## src/rtl/fifo_rd_streamer.sv

```systemverilog
// Read-side drain stage for the synchronous FIFO: issues reads, absorbs the one-cycle read
// latency in a 2-entry skid buffer and streams words out. Optional framing: STREAMER_LAST_EN.
module fifo_rd_streamer #(
    parameter int unsigned FIFO_WIDTH = 16,
    parameter int unsigned BURST_LEN  = 4
) (
    input  logic                  clk,
    input  logic                  rst,
    input  logic                  enable,
    input  logic [FIFO_WIDTH-1:0] fifo_data_out,
    input  logic                  fifo_empty,
    input  logic                  fifo_underflow,
    output logic                  fifo_rd_en,
    output logic [FIFO_WIDTH-1:0] m_data,
    output logic                  m_valid,
    input  logic                  m_ready,
    output logic                  m_last,
    output logic                  idle,
    output logic                  err_underflow
);

    if (BURST_LEN < 1 || BURST_LEN > 256) begin : g_bad_burst_len
        $error("fifo_rd_streamer: BURST_LEN must be in 1..256");
    end

    // Buffer state
    logic [FIFO_WIDTH-1:0] slot_q [2];
    logic [FIFO_WIDTH-1:0] slot_d [2];
    logic [1:0]            occ_q, occ_d;
    logic                  inflight_q, inflight_d;
    logic                  head_q, head_d;
    logic                  err_q, err_d;

    logic                  pop;
    logic [2:0]            level;
    logic                  wr_idx;

    always_comb begin
        pop        = m_valid && m_ready;
        // occ + inflight - pop never underflows: pop implies occ >= 1
        level      = {1'b0, occ_q} + {2'b00, inflight_q} - {2'b00, pop};
        fifo_rd_en = !rst && enable && !fifo_empty && (level < 3'd2);

        // A capture only happens with occ <= 1, so head + occ (mod 2) is head ^ occ[0]
        wr_idx     = head_q ^ occ_q[0];

        slot_d[0]  = slot_q[0];
        slot_d[1]  = slot_q[1];
        if (inflight_q) begin
            slot_d[wr_idx] = fifo_data_out;
        end

        occ_d      = level[1:0];
        head_d     = head_q ^ pop;
        inflight_d = fifo_rd_en;
        err_d      = err_q | fifo_underflow;
    end

    always_ff @(posedge clk or posedge rst) begin
        if (rst) begin
            slot_q[0]  <= '0;
            slot_q[1]  <= '0;
            occ_q      <= 2'd0;
            inflight_q <= 1'b0;
            head_q     <= 1'b0;
            err_q      <= 1'b0;
        end else begin
            slot_q[0]  <= slot_d[0];
            slot_q[1]  <= slot_d[1];
            occ_q      <= occ_d;
            inflight_q <= inflight_d;
            head_q     <= head_d;
            err_q      <= err_d;
        end
    end

    // Outputs come straight from registers; m_ready never reaches m_data
    always_comb begin
        m_valid       = (occ_q != 2'd0);
        m_data        = slot_q[head_q];
        idle          = (occ_q == 2'd0) && !inflight_q;
        err_underflow = err_q;
    end

`ifdef STREAMER_LAST_EN
    localparam logic [7:0] BeatMax = 8'(BURST_LEN - 1);

    logic [7:0] beat_q, beat_d;

    always_comb begin
        beat_d = beat_q;
        if (pop) begin
            beat_d = (beat_q == BeatMax) ? 8'd0 : beat_q + 8'd1;
        end
        m_last = m_valid && (beat_q == BeatMax);
    end

    always_ff @(posedge clk or posedge rst) begin
        if (rst) begin
            beat_q <= 8'd0;
        end else begin
            beat_q <= beat_d;
        end
    end
`else
    always_comb begin
        m_last = 1'b0;
    end
`endif

endmodule

```

## config.mk

```make
export PLATFORM = sky130hd
export DESIGN_NAME = fifo_rd_streamer
export DESIGN_NICKNAME = d
export VERILOG_FILES = /design/src/rtl/fifo_rd_streamer.sv
export SDC_FILE = /design/constraint.sdc
export NUM_CORES = 1
export LEC_CHECK = 0
export ABC_AREA = 1
export CAP_MARGIN = 15
export CORE_MARGIN = 4
export CORE_UTILIZATION = 30
export DETAILED_ROUTE_END_ITERATION = 10
export GPL_ROUTABILITY_DRIVEN = 0
export SYNTH_ARGS = -nofsm -noshare
export SYNTH_HDL_FRONTEND = slang
export SYNTH_SLANG_ARGS = --single-unit
```

## constraint.sdc

```tcl
create_clock -name clk -period 3.52 [get_ports clk]
set_input_delay 1.056 -clock clk [delete_from_list [all_inputs] [get_ports clk]]
set_output_delay 1.056 -clock clk [all_outputs]
set_load 0.02 [all_outputs]
```

### After elaboration in Yosys (flattened, before gate mapping)

Index checks and enable logic that the tools add are counted.

| storage, ports and cells | value |
|---|---|
| register bits | 37 |
| output and inout port bits | 21 |
| input bits | 22 |

| cells by class | value |
|---|---|
| bitwise operators | 5 |
| reductions and logical operators | 11 |
| add/subtract/negate cells | 2 |
| multiplexer cells | 6 |
| order comparisons | 4 |

Operator list:

| cell | number |
|---|---|
| 16-bit two-way mux | 4 |
| 32-bit bitwise mux | 1 |
| 16-bit demux with 1-bit select | 1 |
| 1-bit logical AND | 6 |
| 2-bit >= comparator, second input constant | 2 |
| 1-bit NOT with 2-bit output | 2 |
| 2-bit by 1-bit adder with 3-bit output | 1 |
| 1-bit logical NOT | 3 |
| 3-bit by 2-bit < comparator with 1-bit output, second input constant | 1 |
| 3-bit by 1-bit subtractor with 3-bit output | 1 |
| 2-bit logical NOT | 1 |
| 2-bit by 1-bit < comparator with 1-bit output, second input constant | 1 |
| 2-bit nonzero test | 1 |
| 1-bit XOR | 2 |
| 1-bit bitwise OR | 1 |

### Logic depth before layout (Yosys ltp)

| depth | value |
|---|---|
| word-level depth | 7 |
| depth in mapped cells | 11 |
| gate-level depth less buffers | 11 |

### Least setup slack after synthesis

No wires, ideal clock.

| path | value |
|---|---|
| kind | input port to output port |
| start point | input m_ready |
| end point | output fifo_rd_en |
| arrival | 2.590 ns |
| slack | -0.126 ns |
| cell stages on the path | 9 |
| cells stage by stage | nand2_1 -> inv_1 -> ha_1 -> inv_1 -> ha_1 -> fa_1 -> nor2_1 -> nand3_1 -> nor2_1 |

| between the ends | value |
|---|---|
| cells in the longest elaborated chain, start to end | 4 |

RTL lines:

| element | RTL line | text |
|---|---|---|
| start: declaration | 16 | `input logic m_ready,` |
| 1-bit logical AND | 39 | `pop = m_valid && m_ready;` |
| 3-bit by 1-bit subtractor with 3-bit output | 41 | `level = {1'b0, occ_q} + {2'b00, inflight_q} - {2'b00, pop};` |
| named net level[1] | 35 | `logic [2:0] level;` |
| 3-bit by 2-bit < comparator with 1-bit output | 42 | `fifo_rd_en = !rst && enable && !fifo_empty && (level < 3'd2);` |
| 1-bit logical AND | 42 |  |
| end: declaration | 13 | `output logic fifo_rd_en,` |

The timed path passes the listed nets, and every way through them passes these cells.

### Worst setup path after layout

Same ends and word-level chain as after synthesis.

==> run_results.csv <==
group,metric,value,unit
status,outcome,"finished, violations left",
status,violations,"negative setup slack",
setup_path,crit_path_start_kind,"input port",
sta,hold_violations,0,
detailed_routing,first_iter_violations,72,
sta,setup_slack,-0.105,ns
yosys,synth_warnings,0,
detailed_routing,ant_nets,0,
detailed_routing,first_pass_iters,4,
floorplan,ios,43,
yosys,syn_area_per_cell,8.61,um2
place,dpl_cell_area,0.00240,mm2
finish,drive_above_1_share,25.6,%
global_route,grt_overflow_total,0,
floorplan,die_y,88.2,um
yosys,synthTopCellsByArea,"dfrtp_1, nand2_1, nand3_2, nand4_1, nand2_2",
sta,finalMaxSlewViolations,0,
setup_path,cpPeakStageDelay,0.44,ns
floorplan,die_w,88.2,um
detailed_routing,drt-vias-per-instance,4.62,
setup_path,cp.arrival,2.57,ns
cts,clockBufferDepth,2,
place,port_buffers,41,
yosys,synthCells,224,
global_route,grt_pass1_vias,1794,
worst_hold_path,worstHoldPathType,"reg -> reg",
setup_path,worstReg2RegStart,"occ_q[1]",
sta,fin_crit_sh,103,%
cts,ctsHoldBuffers,0,
finish,design_area,0.00273,mm2
yosys,synth_nets,249,
floorplan,initial_core_util,31.8,%
floorplan,rows,28,
cts,htreeDepth,2,
sta,period_needed,3.62,ns
global_route,track_usage,14.6,%
finish,mostFrequentLayoutCells,"nand2_1, clkdlybuf4s50_1, dfrtp_1, buf_4, nand4_1",
yosys,ys_ff_latch,37,
place,post-dp-hpwl,2920,um
finish,antenna_cells,0,
power,total_power,2.66,mW
finish,layoutNonFillerInstCount,364,
setup_path,crit_fanout,2,
yosys,yosysSeqAreaShare,48.0,%
setup_path,rr_worst_depth,26,
detailed_routing,drt_drc_violations_left,0,
setup_path,r2r-end,"head_q",
power,power_leakage,1.31,nW
finish,final_common_cell,"nand2_1",
yosys,synth_cell_types,21,
cts,numCtsBuffers,5,
setup_path,endpoint_kind,"output port",
floorplan,coreArea,0.00606,mm2
sta,setup_viol,1,
setup_path,r2r_slack,0.30,ns
floorplan,dieArea,0.00777,mm2
place,place_inst,337,
setup_path,cp-endpoint,"fifo_rd_en",
sta,max_freq,276,MHz
setup_path,crit_type,"in -> out",
setup_path,critical_path.cell_chain,"buf_6 > nand2_4 > inv_4 > ha_4 > inv_4 > ha_4 > fa_1 > nor2_1 > nand3_1 > nor2_4 > buf_6",
detailed_routing,vias,1683,
setup_path,slowest_stage,"fa_1",
sta,rsz0062_at_grt,"yes",
cts,clock_sinks,37,
cts,clkLatencyLatePin,0.29,ns
finish,layout.nets,313,
finish,syn_to_final_growth,41.5,%
setup_path,critPathRequiredTime,2.46,ns
power,p_per_area,973,mW/mm2
yosys,synth_area,0.00193,mm2
detailed_routing,wl,4980,um
worst_hold_path,whs_path_depth,2,
sta,finClkSkew,0.00510,ns
global_route,grt_max_degree,38,
yosys,synth.largest_area_cell,"dfrtp_1",
power,ir_drop,0.508,mV
finish,num-fill-cells,600,
setup_path,crit_start,"m_ready",
detailed_routing,wl_per_cell,13.7,um
finish,final_core_util,45.0,%
global_route,antenna_found_initial,0,
cts,path_clk_slew,0.07,ns
run,maxCapViolations,0,
global_route,grt_first_pass_wirelength,8740,um
cts,cts_tree,"yes",
cts,root_buffer,"clkbuf_8",
yosys,synth_top_area_share,48.0,%
[registers in the layout, indices dropped and copies added (netlist names)]
signal	count
slot_q	32
occ_q	2
err_underflow	1
head_q	1
inflight_q	1
[stage by stage]
step                TNS [ns]  worst slack [ns]  hold WS [ns]
global route          -0.168            -0.168         0.500
finish                -0.105            -0.105         0.470
global placement      -0.947            -0.947         0.453
detailed placement    -0.989            -0.989         0.454
floorplan            -0.0109           -0.0109         0.442
CTS                   -0.326            -0.189         0.476
[synth_stat cells (all sizes together)]
cell	instances
nand2	122
dfrtp	37
nand3	19
nand4	16
buf	13
inv	8
nor2	3
ha	2
conb	1
fa	1
or2	1
xnor2	1
[how the worst min path moves through the flow]
stage / startpoint / end / slack, ns
after floorplan: slot_q[14] / slot_q[14] / 0.44
after global placement: slot_q[28] / slot_q[28] / 0.45
after detailed placement: err_underflow / err_underflow / 0.45
after CTS: slot_q[13] / slot_q[13] / 0.48
after global routing: slot_q[28] / slot_q[28] / 0.50
final: slot_q[13] / slot_q[13] / 0.47
[per-layer routing]
layer | wire length (um) | up-vias | track usage [%]
met5 | 0 | - | 0
met4 | 64 | 0 | 4.67
met3 | 257 | 7 | 3.57
met2 | 2390 | 47 | 23.6
met1 | 2270 | 794 | 19.1
li1 | - | 835 | -
[final cells by class]
type	count	area, um2	share of cell area [%]
clock buffer	7	86.3	3.16
clock inverter	1	30.0	1.10
inverter	8	35.0	1.28
multi-input combinational	166	905	33.1
sequential	37	926	33.9
tap	75	93.8	3.44
timing repair buffer	70	653	23.9
[worst max-delay path, delay by kind of cell]
family / cells / cell delay, ns
fa+ha+maj: 3 / 0.84
simple gates: 4 / 0.37
buf+inv: 4 / 0.28
[power by group]
| group | leakage [nW] | internal [mW] | total (mW) | switching [mW] |
|---|---|---|---|---|
| logic | 0.822 | 0.664 | 1.52 | 0.857 |
| registers | 0.427 | 0.637 | 0.752 | 0.115 |
| clock network | 0.0585 | 0.231 | 0.383 | 0.151 |
[cell families (layout without fill, tap and decap cells)]
family	Yosys count	in the layout	synth area share, %
AND/OR/NAND/NOR	161	161	41.7
adder cells (fa/ha/maj)	3	3	2.34
XOR/XNOR	1	1	0.454
other	1	1	0.194
buffers and inverters	21	86	7.27
flip-flops	37	37	48.0
[repair_timing]
item	CTS	global route
setup buffers	21	0
resized for setup	19	7
pin swaps	6	6
endpoints found under the setup margin	1	2
gates cloned	0	0
(Power assumes the default switching activity.)
==> edit, RTL diff (same settings) <==
`FIFO_WIDTH`: 16 -> 32.
--- a/src/rtl/fifo_rd_streamer.sv
+++ b/src/rtl/fifo_rd_streamer.sv
@@ -1,7 +1,7 @@
 // Read-side drain stage for the synchronous FIFO: issues reads, absorbs the one-cycle read
 // latency in a 2-entry skid buffer and streams words out. Optional framing: STREAMER_LAST_EN.
 module fifo_rd_streamer #(
-    parameter int unsigned FIFO_WIDTH = 16,
+    parameter int unsigned FIFO_WIDTH = 32,
     parameter int unsigned BURST_LEN  = 4
 ) (
     input  logic                  clk,
Ports: changed (resized fifo_data_out and m_data); port bits go from 43 to 75. No check against the original RTL was run, so the function may have changed too.
==> edit against the original RTL <==
The run still ends with setup timing left; setup slack lost 0.013 ns; register-to-register slack improved by 0.94 ns; sequential cell count is 32 higher; area after synthesis rose by 70%; count of clock-buffer cells in the layout rose by 7; total power is 67% higher; cell area up 59%; utilization is 3.4 points lower; routed wire length is 82% higher; largest cell class unchanged.
==> edit: results (changes against the original RTL) <==
Final layout:
- The fraction of final layout cells sized beyond drive strength 1 is 9.03% (-17 points).
- The layout multi-input combinational cell count is 310 (+87%).
- The fraction of the core area covered by cells at the end of the flow is 41.6% (-3.4 points).
- The fraction of cell area in non-clock buffers was 18.9% (-5.0 points).
- Relative to the synthesized area, the layout overhead comes to 32.8%.
- The net total in the final layout is 524 (+67%).
- The clock-cell share of area is 4.43% (+0.16 points).
- The number of clock-tree buffers in the layout is 14 (+7).
- The count of plain and timing-repair buffers in the layout is 85 (+21%).
- The area of all sequential standard cells came to 1730 sq um (+87%).
- The multi-input gate share of the layout cell area is 32.1% (-1.0 points).
- The filler-free cell count of the finished design is 623 (+71%).

Critical path:
- The slack of the worst reg-to-reg path is 1.24 ns (+0.94 ns).
- The number of cells on the worst reg-to-reg path came to 6 (-77%).
- The worst endpoint data arrival time is 2.58 ns (about the same).
- The worst register-to-register path ends at slot_q[6]$_DFFE_PP0P_.

Placed design:
- The placed cell count is 606 (+80%).
- The cell area after placement was 4100 sq um (+71%).

STA:
- The setup-violating endpoint count in the final report is 1 (unchanged).
- The final worst-path setup slack came to -0.118 ns (-0.0134 ns).
- The clock skew is 0.0124 ns (+0.00731 ns).

Clock tree:
- The number of buffers added by the clock tree synthesis step is 9 (+4).

Logic synthesis:
- The number of different library cells in the post-synthesis netlist was 19 (-9.5%).
- The post-synth net total came to 458 (+84%).
- The flip-flop and latch count after synthesis was 69 (+86%).

Routing:
- The average wire per cell in the routed design is 14.6 microns (+6.3%).
- The number of vias after detailed routing was 2951 (+75%).
- The met3 wire length is 540 microns (+110%).
- The number of DRC violations after detailed-routing iteration 0 was 158 (+120%).
- The sum of routed wire segments on met1 is 4080 microns (+79%).
- The length of routed met2 wiring is 4330 microns (+82%).

Power and ir drop:
- The power density relative to cell area was 1020 nW/um^2 (+4.7%).
- The worst supply voltage drop on vdd is 0.000612 V (+20%).

Status:
- The run finished, with violations left.
- The checks that failed: setup timing.

Global routing:
- The via count of the first global-routing pass is 2888 (+61%).
## edit: logic make-up after synthesis
family / after synthesis / share of synthesized area (%)
adder cells (fa/ha/maj): 3 / 1.37
flip-flops: 69 / 52.7
other: 1 / 0.114
buffers and inverters: 38 / 6.03
XOR/XNOR: 1 / 0.267
AND/OR/NAND/NOR: 305 / 39.5
## edit: timing repair
item                                    CTS  global route
endpoints found under the setup margin    1             1
hold buffers                              0             0
setup buffers                             2             0
gates resized for setup                  18             1
pin swaps                                 7             4
## edit: per-stage QoR
stage,setup slack (ns),TNS (ns),total power [mW]
6_report,-0.118,-0.118,4.43
5_1_grt,-0.184,-0.184,4.80
4_1_cts,-0.215,-0.215,4.49
3_5_place_dp,-1.01,-1.01,3.79
3_3_place_gp,-0.958,-0.958,3.75
2_1_floorplan,0.00366,0,2.83
## edit: power breakdown
group / internal (mW) / total, mW / switching, mW
Combinational: 0.956 / 2.39 / 1.44
Clock: 0.364 / 0.642 / 0.279
Sequential: 1.19 / 1.40 / 0.203
